==> config.mk <==
export PLATFORM = sky130hd
export DESIGN_NAME = scr1_pipe_fprf_ctrl_flat
export DESIGN_NICKNAME = d
export VERILOG_FILES = /design/src/rtl/scr1_fprf_ctrl_pkg.sv /design/src/rtl/scr1_pipe_fprf_ctrl_if.sv /design/src/rtl/scr1_fprf_wb_arb.sv /design/src/rtl/scr1_pipe_fprf_ctrl.sv /design/src/flat_wrapper.sv
export SDC_FILE = /design/constraint.sdc
export NUM_CORES = 1
export LEC_CHECK = 0
export ABC_CLOCK_PERIOD_IN_PS = 4350
export BUFFER_PORTS_ARGS = -buffer_cell sky130_fd_sc_hd__clkbuf_2
export CORE_MARGIN = 4
export CORE_UTILIZATION = 30
export DETAILED_ROUTE_END_ITERATION = 6
export MAX_ROUTING_LAYER = met4
export SETUP_SLACK_MARGIN = 0.02
export SYNTH_ARGS = -nofsm -noshare
export SYNTH_HDL_FRONTEND = slang
export SYNTH_SLANG_ARGS = --single-unit
==> constraint.sdc <==
create_clock -name clk -period 4.35 [get_ports clk]
set_input_delay 0.87 -clock clk [delete_from_list [all_inputs] [get_ports clk]]
set_output_delay 0.87 -clock clk [all_outputs]
set_load 0.02 [all_outputs]
==> src/rtl/scr1_fprf_ctrl_pkg.sv <==
// Shared types for the FP register file controller: register address,
// register count and the write-source encoding used by arbitration.
package scr1_fprf_ctrl_pkg;

   localparam int SCR1_FPRF_NREGS = 32;

   typedef logic [4:0] type_scr1_fprf_addr_e;

   // Encoding doubles as the bit index of the one-hot grant vector.
   typedef enum logic {
      SCR1_FPRF_WSRC_FPU = 1'b0,
      SCR1_FPRF_WSRC_LSU = 1'b1
   } type_scr1_fprf_wsrc_e;

endpackage

==> src/rtl/scr1_pipe_fprf_ctrl_if.sv <==
// Bundle of issue, writeback, FPRF write-port and FS signals of the FPRF controller.
// Writeback channels: a requester raises *_wb_vd_i and keeps vd/addr/data stable until it sees *_wb_rdy_o high.
interface scr1_pipe_fprf_ctrl_if
   import scr1_fprf_ctrl_pkg::*;
#(
   parameter int DATA_W = 32
);
   logic                         issue_vd_i;
   logic [2:0]                   issue_rs_use_i;
   type_scr1_fprf_addr_e         issue_rs1_addr_i;
   type_scr1_fprf_addr_e         issue_rs2_addr_i;
   type_scr1_fprf_addr_e         issue_rs3_addr_i;
   logic                         issue_rd_we_i;
   type_scr1_fprf_addr_e         issue_rd_addr_i;
   logic                         issue_stall_o;

   logic                         fpu_wb_vd_i;
   type_scr1_fprf_addr_e         fpu_wb_addr_i;
   logic [DATA_W-1:0]            fpu_wb_data_i;
   logic                         fpu_wb_rdy_o;

   logic                         lsu_wb_vd_i;
   type_scr1_fprf_addr_e         lsu_wb_addr_i;
   logic [DATA_W-1:0]            lsu_wb_data_i;
   logic                         lsu_wb_rdy_o;

   logic                         fprf_w_req_o;
   type_scr1_fprf_addr_e         fprf_rd_addr_o;
   logic [DATA_W-1:0]            fprf_rd_data_o;

   logic                         fs_clean_i;
   logic                         fs_dirty_o;
   logic [SCR1_FPRF_NREGS-1:0]   busy_o;

   modport master (
      output issue_vd_i, issue_rs_use_i, issue_rs1_addr_i, issue_rs2_addr_i, issue_rs3_addr_i,
      output issue_rd_we_i, issue_rd_addr_i,
      output fpu_wb_vd_i, fpu_wb_addr_i, fpu_wb_data_i,
      output lsu_wb_vd_i, lsu_wb_addr_i, lsu_wb_data_i,
      output fs_clean_i,
      input  issue_stall_o, fpu_wb_rdy_o, lsu_wb_rdy_o,
      input  fprf_w_req_o, fprf_rd_addr_o, fprf_rd_data_o, fs_dirty_o, busy_o
   );

   modport slave (
      input  issue_vd_i, issue_rs_use_i, issue_rs1_addr_i, issue_rs2_addr_i, issue_rs3_addr_i,
      input  issue_rd_we_i, issue_rd_addr_i,
      input  fpu_wb_vd_i, fpu_wb_addr_i, fpu_wb_data_i,
      input  lsu_wb_vd_i, lsu_wb_addr_i, lsu_wb_data_i,
      input  fs_clean_i,
      output issue_stall_o, fpu_wb_rdy_o, lsu_wb_rdy_o,
      output fprf_w_req_o, fprf_rd_addr_o, fprf_rd_data_o, fs_dirty_o, busy_o
   );

endinterface

==> src/rtl/scr1_fprf_wb_arb.sv <==
// Two-way FPRF write-port arbiter: combinational one-hot grant, optional
// round-robin using the last granted source as the pointer.
module scr1_fprf_wb_arb
   import scr1_fprf_ctrl_pkg::*;
#(
   parameter bit ARB_RR = 1'b1
) (
   input  logic       clk,
   input  logic       rst,
   input  logic       fpu_vd,
   input  logic       lsu_vd,
   output logic [1:0] gnt      // {lsu, fpu}
);

   type_scr1_fprf_wsrc_e rr_ptr;

   always_comb begin
      gnt = 2'b00;
      if (!rst) begin
         if (fpu_vd && lsu_vd) begin
            // Contention: round-robin hands the port to the side not granted last.
            if (ARB_RR && (rr_ptr == SCR1_FPRF_WSRC_LSU)) gnt = 2'b01;
            else                                          gnt = 2'b10;
         end else if (fpu_vd) begin
            gnt = 2'b01;
         end else if (lsu_vd) begin
            gnt = 2'b10;
         end
      end
   end

   always_ff @(posedge clk) begin
      if (rst)         rr_ptr <= SCR1_FPRF_WSRC_FPU;
      else if (gnt[1]) rr_ptr <= SCR1_FPRF_WSRC_LSU;
      else if (gnt[0]) rr_ptr <= SCR1_FPRF_WSRC_FPU;
   end

endmodule

==> src/rtl/scr1_pipe_fprf_ctrl.sv <==
// FPRF controller: busy scoreboard with RAW/WAW issue stall, single write
// port shared by FPU results and FP loads, and the mstatus.FS dirty flag.
module scr1_pipe_fprf_ctrl
   import scr1_fprf_ctrl_pkg::*;
#(
   parameter int DATA_W = 32,
   parameter bit ARB_RR = 1'b1
) (
   input  logic                 clk,
   input  logic                 rst,
   scr1_pipe_fprf_ctrl_if.slave bus
);

   logic [SCR1_FPRF_NREGS-1:0] busy;
   logic [SCR1_FPRF_NREGS-1:0] busy_nxt;
   logic [1:0]                 gnt;
   logic                       raw;
   logic                       waw;
   logic                       stall;
   logic                       do_set;
   logic                       w_req;
   type_scr1_fprf_addr_e       waddr;
   logic [DATA_W-1:0]          wdata;
   logic                       fs_dirty;

   scr1_fprf_wb_arb #(.ARB_RR(ARB_RR)) i_wb_arb (
      .clk    (clk),
      .rst    (rst),
      .fpu_vd (bus.fpu_wb_vd_i),
      .lsu_vd (bus.lsu_wb_vd_i),
      .gnt    (gnt)
   );

   // No bypass: a register being written this cycle still counts as busy.
   assign raw = (bus.issue_rs_use_i[0] && busy[bus.issue_rs1_addr_i])
             || (bus.issue_rs_use_i[1] && busy[bus.issue_rs2_addr_i])
             || (bus.issue_rs_use_i[2] && busy[bus.issue_rs3_addr_i]);
   assign waw    = bus.issue_rd_we_i && busy[bus.issue_rd_addr_i];
   assign stall  = !rst && bus.issue_vd_i && (raw || waw);
   assign do_set = bus.issue_vd_i && !stall && bus.issue_rd_we_i;

   assign w_req = |gnt;

   always_comb begin
      waddr = '0;
      wdata = '0;
      if (gnt[1]) begin
         waddr = bus.lsu_wb_addr_i;
         wdata = bus.lsu_wb_data_i;
      end else if (gnt[0]) begin
         waddr = bus.fpu_wb_addr_i;
         wdata = bus.fpu_wb_data_i;
      end
   end

   // Clear first, then set, so an (illegal) same-register collision leaves it busy.
   always_comb begin
      busy_nxt = busy;
      if (w_req)  busy_nxt[waddr] = 1'b0;
      if (do_set) busy_nxt[bus.issue_rd_addr_i] = 1'b1;
   end

   always_ff @(posedge clk) begin
      if (rst) busy <= '0;
      else     busy <= busy_nxt;
   end

   always_ff @(posedge clk) begin
      if (rst)                 fs_dirty <= 1'b0;
      else if (w_req)          fs_dirty <= 1'b1;
      else if (bus.fs_clean_i) fs_dirty <= 1'b0;
   end

   // A writeback must target a register the scoreboard holds busy.
   wb_to_idle_reg: assert property (@(posedge clk) disable iff (rst) w_req |-> busy[waddr]);

   assign bus.issue_stall_o  = stall;
   assign bus.fpu_wb_rdy_o   = gnt[0];
   assign bus.lsu_wb_rdy_o   = gnt[1];
   assign bus.fprf_w_req_o   = w_req;
   assign bus.fprf_rd_addr_o = waddr;
   assign bus.fprf_rd_data_o = wdata;
   assign bus.fs_dirty_o     = fs_dirty;
   assign bus.busy_o         = busy;

endmodule

==> src/flat_wrapper.sv <==
// flat-port wrapper written by rule: the top's interface ports become plain ports
module scr1_pipe_fprf_ctrl_flat import scr1_fprf_ctrl_pkg::*;
#(
   parameter int DATA_W = 32,
   parameter bit ARB_RR = 1'b1
)
  (clk, rst, bus_issue_vd_i, bus_issue_rs_use_i, bus_issue_rs1_addr_i, bus_issue_rs2_addr_i, bus_issue_rs3_addr_i, bus_issue_rd_we_i, bus_issue_rd_addr_i, bus_fpu_wb_vd_i, bus_fpu_wb_addr_i, bus_fpu_wb_data_i, bus_lsu_wb_vd_i, bus_lsu_wb_addr_i, bus_lsu_wb_data_i, bus_fs_clean_i, bus_issue_stall_o, bus_fpu_wb_rdy_o, bus_lsu_wb_rdy_o, bus_fprf_w_req_o, bus_fprf_rd_addr_o, bus_fprf_rd_data_o, bus_fs_dirty_o, bus_busy_o);
  scr1_pipe_fprf_ctrl_if #(.DATA_W(DATA_W)) bus_i ();
  input  logic clk;
  input  logic rst;
  input wire logic [$bits(bus_i.issue_vd_i)-1:0] bus_issue_vd_i;
  input wire logic [$bits(bus_i.issue_rs_use_i)-1:0] bus_issue_rs_use_i;
  input wire logic [$bits(bus_i.issue_rs1_addr_i)-1:0] bus_issue_rs1_addr_i;
  input wire logic [$bits(bus_i.issue_rs2_addr_i)-1:0] bus_issue_rs2_addr_i;
  input wire logic [$bits(bus_i.issue_rs3_addr_i)-1:0] bus_issue_rs3_addr_i;
  input wire logic [$bits(bus_i.issue_rd_we_i)-1:0] bus_issue_rd_we_i;
  input wire logic [$bits(bus_i.issue_rd_addr_i)-1:0] bus_issue_rd_addr_i;
  input wire logic [$bits(bus_i.fpu_wb_vd_i)-1:0] bus_fpu_wb_vd_i;
  input wire logic [$bits(bus_i.fpu_wb_addr_i)-1:0] bus_fpu_wb_addr_i;
  input wire logic [$bits(bus_i.fpu_wb_data_i)-1:0] bus_fpu_wb_data_i;
  input wire logic [$bits(bus_i.lsu_wb_vd_i)-1:0] bus_lsu_wb_vd_i;
  input wire logic [$bits(bus_i.lsu_wb_addr_i)-1:0] bus_lsu_wb_addr_i;
  input wire logic [$bits(bus_i.lsu_wb_data_i)-1:0] bus_lsu_wb_data_i;
  input wire logic [$bits(bus_i.fs_clean_i)-1:0] bus_fs_clean_i;
  output wire logic [$bits(bus_i.issue_stall_o)-1:0] bus_issue_stall_o;
  output wire logic [$bits(bus_i.fpu_wb_rdy_o)-1:0] bus_fpu_wb_rdy_o;
  output wire logic [$bits(bus_i.lsu_wb_rdy_o)-1:0] bus_lsu_wb_rdy_o;
  output wire logic [$bits(bus_i.fprf_w_req_o)-1:0] bus_fprf_w_req_o;
  output wire logic [$bits(bus_i.fprf_rd_addr_o)-1:0] bus_fprf_rd_addr_o;
  output wire logic [$bits(bus_i.fprf_rd_data_o)-1:0] bus_fprf_rd_data_o;
  output wire logic [$bits(bus_i.fs_dirty_o)-1:0] bus_fs_dirty_o;
  output wire logic [$bits(bus_i.busy_o)-1:0] bus_busy_o;
  assign bus_i.issue_vd_i = bus_issue_vd_i;
  assign bus_i.issue_rs_use_i = bus_issue_rs_use_i;
  assign bus_i.issue_rs1_addr_i = bus_issue_rs1_addr_i;
  assign bus_i.issue_rs2_addr_i = bus_issue_rs2_addr_i;
  assign bus_i.issue_rs3_addr_i = bus_issue_rs3_addr_i;
  assign bus_i.issue_rd_we_i = bus_issue_rd_we_i;
  assign bus_i.issue_rd_addr_i = bus_issue_rd_addr_i;
  assign bus_i.fpu_wb_vd_i = bus_fpu_wb_vd_i;
  assign bus_i.fpu_wb_addr_i = bus_fpu_wb_addr_i;
  assign bus_i.fpu_wb_data_i = bus_fpu_wb_data_i;
  assign bus_i.lsu_wb_vd_i = bus_lsu_wb_vd_i;
  assign bus_i.lsu_wb_addr_i = bus_lsu_wb_addr_i;
  assign bus_i.lsu_wb_data_i = bus_lsu_wb_data_i;
  assign bus_i.fs_clean_i = bus_fs_clean_i;
  assign bus_issue_stall_o = bus_i.issue_stall_o;
  assign bus_fpu_wb_rdy_o = bus_i.fpu_wb_rdy_o;
  assign bus_lsu_wb_rdy_o = bus_i.lsu_wb_rdy_o;
  assign bus_fprf_w_req_o = bus_i.fprf_w_req_o;
  assign bus_fprf_rd_addr_o = bus_i.fprf_rd_addr_o;
  assign bus_fprf_rd_data_o = bus_i.fprf_rd_data_o;
  assign bus_fs_dirty_o = bus_i.fs_dirty_o;
  assign bus_busy_o = bus_i.busy_o;
  scr1_pipe_fprf_ctrl #(.DATA_W(DATA_W), .ARB_RR(ARB_RR)) u_core (.clk(clk), .rst(rst), .bus(bus_i));
endmodule
==> flow_metrics.py <==
metrics = {
    "outcome": {
        "outcome": "complete, no violations",
    },
    "finish": {
        "fill_cells": 1040,
        "num-nets-final": 611,
        "multi_input_area_mm2": 0.00227,
        "final_cell_area_mm2": 0.00418,
        "area_growth_pct": 33.9,
        "seqCellArea_um2": 681,
        "drive_above_1_share_pct": 44.1,
        "stdcell_count": 643,
    },
    "critical_path": {
        "path_max_fanout": 19,
        "worstPathCellList": "clkbuf_2 > buf_4 > mux2i_1 > o22ai_1 > a22oi_1 > o211ai_1 > o21ai_1 > nand4_2 > and2_1 > clkbuf_2",
        "worst_path_most_repeated_cell": "clkbuf_2",
        "endpoint_kind": "output pin",
        "worstPathArrival_ns": 2.84,
        "cp-start-kind": "primary input",
        "worstSetupPathType": "primary input to output pin",
        "max_stage_delay_ns": 0.42,
        "crit_required_ns": 3.48,
        "critical-path-slowest-cell": "clkbuf_2",
    },
    "clocking": {
        "cts_tree": "done",
        "cts_buffer_depth": 2,
        "clockRootBuffer": "clkbuf_8",
        "hold_buffers": 0,
        "clk_latency_ns": 0.28,
        "cts_made_buffers": 5,
        "cts-htree-levels": 2,
        "postCtsSetupBuffers": 0,
        "cts.reportedPaths.clkPinSlew_ns": 0.07,
        "clock-sinks": 34,
        "cts_resized": 0,
    },
    "route": {
        "postRouteAntennaNets": 0,
        "dr.first_iter.drc_count": 281,
        "vias_per_cell": 5.70,
        "routed_wl_um": 12900,
        "dr.pass1.iters": 6,
        "drc_errors": 0,
        "routed-via-count": 3667,
        "wire_per_inst_um": 20.0,
    },
    "sta": {
        "worst_slew_margin_rel_pct": 55.9,
        "slew_violations": 0,
        "skew_ns": 0.00467,
        "rsz0062_at_grt": "false",
        "fin_crit_sh_pct": 85.3,
        "fmax_ghz": 0.269,
        "tightest_slew_ns": 0.662,
        "whs_ns": 0.487,
        "min_period_ns": 3.71,
        "setup_viol": 0,
        "finalHoldViolations": 0,
        "tns_ns": 0,
    },
    "floorplanning": {
        "die_y_um": 110,
        "dieArea_mm2": 0.0121,
        "ios": 178,
        "start_util_pct": 31.4,
        "die_w_um": 110,
        "core_mm2": 0.00995,
        "row_count": 36,
    },
    "hold_path": {
        "hold_class": "flip-flop to flip-flop",
    },
    "job": {
        "cap_violations": 0,
    },
    "logic_synthesis": {
        "syn_nets": 455,
        "avgSynthCellArea_um2": 8.90,
        "ys_async_sr_fraction_pct": 0,
        "synth-edff-count": 0,
        "synth_warnings": 0,
        "synth_ff_type": "dfxtp_1",
        "ys_seq_area_share_pct": 21.8,
        "synth_cell_types": 44,
        "synth_area_mm2": 0.00313,
        "synth_seq_cells": 34,
        "syn_inst": 351,
    },
    "global_routing": {
        "overflow": 0,
        "grt_first_pass_wirelength_um": 19500,
        "grt_max_degree": 40,
        "gr-usage-all-layers_pct": 21.3,
        "antenna_found_initial": 2,
        "grt_pass1_vias": 3630,
    },
    "placed_design": {
        "place.port_buffers": 177,
        "gp_congestion": 0.889,
        "hpwl_um": 10300,
        "placed_area_mm2": 0.00409,
        "dpl.cell_count": 633,
    },
    "pwr": {
        "p_leak_uw": 0.00186,
        "p_per_area_mw_per_mm2": 197,
        "vdd_drop_max_v": 0.0000824,
    },
}
logic make-up after synthesis:
group	synth area share [%]
flops	21.8
buf+inv	5.80
mux	25.4
simple gates	19.3
compound gates	27.7
worst max-delay path, delay by kind of cell:
family          cells  cell delay (ns)
simple gates        2             0.32
buf+inv             3             0.86
compound gates      4             0.58
mux                 1             0.20
cells in the mapped netlist, types with 2 or more instances:
master,number,share of area [%]
dfxtp_1,34,22
a22o_1,33,9.2
nor2b_1,29,5.8
clkbuf_1,28,3.4
mux4_2,24,17
mux2i_1,23,7.4
nand2_1,21,2.5
o21ai_1,19,3.0
o31ai_1,18,4.3
o21ai_0,16,2.6
nand3_1,11,1.8
nand2b_1,9,1.8
inv_1,8,0.96
nand3b_1,7,1.7
nor2_1,6,0.72
a22oi_1,5,1.2
nor3_1,5,0.80
a21oi_1,4,0.64
a311o_1,4,1.3
buf_2,4,0.64
nor3b_1,4,0.96
o41ai_1,4,1.1
inv_2,3,0.36
nand4_1,3,0.60
o41ai_2,3,1.6
a31oi_1,2,0.40
and2_1,2,0.40
and3_1,2,0.40
mux2_2,2,0.72
o221ai_1,2,0.56
o22ai_1,2,0.40
or3_1,2,0.40
metal layers:
| metal | wire (µm) | vias to the layer above | GRT usage [%] |
|---|---|---|---|
| met5 | 0 | - | - |
| met4 | 201 | 0 | 6.77 |
| met3 | 1130 | 15 | 2.97 |
| met2 | 6240 | 209 | 35.1 |
| met1 | 5300 | 1753 | 27.2 |
| li1 | - | 1690 | - |
layout make-up:
cell class / instances / share of cell area [%]
Inverter: 11 / 0.987
Tap cell: 133 / 3.98
Multi-Input combinational cell: 272 / 54.2
Timing Repair Buffer: 183 / 22.2
Sequential cell: 34 / 16.3
Clock buffer: 7 / 2.06
Antenna cell: 2 / 0.120
Clock inverter: 1 / 0.120
state kept, by name, indices dropped and copies added (netlist names):
register	flops
u_core.bus.busy_o	32
u_core.bus.fs_dirty_o	1
u_core.i_wb_arb.rr_ptr	1
report_power, final:
part,internal [µW],switching [µW]
Combinational,103,162
Clock,128,114
Sequential,314,4.14
Total,545,280
through the flow:
step / util, % / setup WS (ns) / power [µW]
final: 42.0 / 0.639 / 825
after global routing: 42.0 / 0.455 / 862
after CTS: 42.0 / 0.641 / 829
after detailed placement: 41.1 / 0.651 / 589
after global placement: 41.1 / 0.653 / 587
after floorplan: - / 0.656 / 483
cell usage in the layout (no fill, tap or decap), types with 6 or more instances in the layout:
cell      count
mux2i_1      23
o31ai_1      18
o21ai_1      19
nor2b_1      29
clkbuf_8      6
clkbuf_2    177
buf_4         6
nand3_1      11
a22o_1       33
inv_1         8
dfxtp_1      34
nor2_1        6
nand2_1      21
nand2b_1      9
mux4_2       24
o21ai_0      16
nand3b_1      7
final timing paths:
| check | start | to | slack, ns | cells after the start |
|---|---|---|---|---|
| setup reg to reg | u_core.bus.busy_o[11] | u_core.bus.busy_o[24] | 1.89 | 7 |
| setup / recovery | bus_issue_rd_addr_i[1] | bus_issue_stall_o | 0.64 | 10 |
| hold / removal | u_core.bus.fs_dirty_o | u_core.bus.fs_dirty_o | 0.49 | 2 |
| hold reg to reg | u_core.bus.fs_dirty_o | u_core.bus.fs_dirty_o | 0.49 | 2 |
No activity file was read; power rests on OpenSTA's default activity.
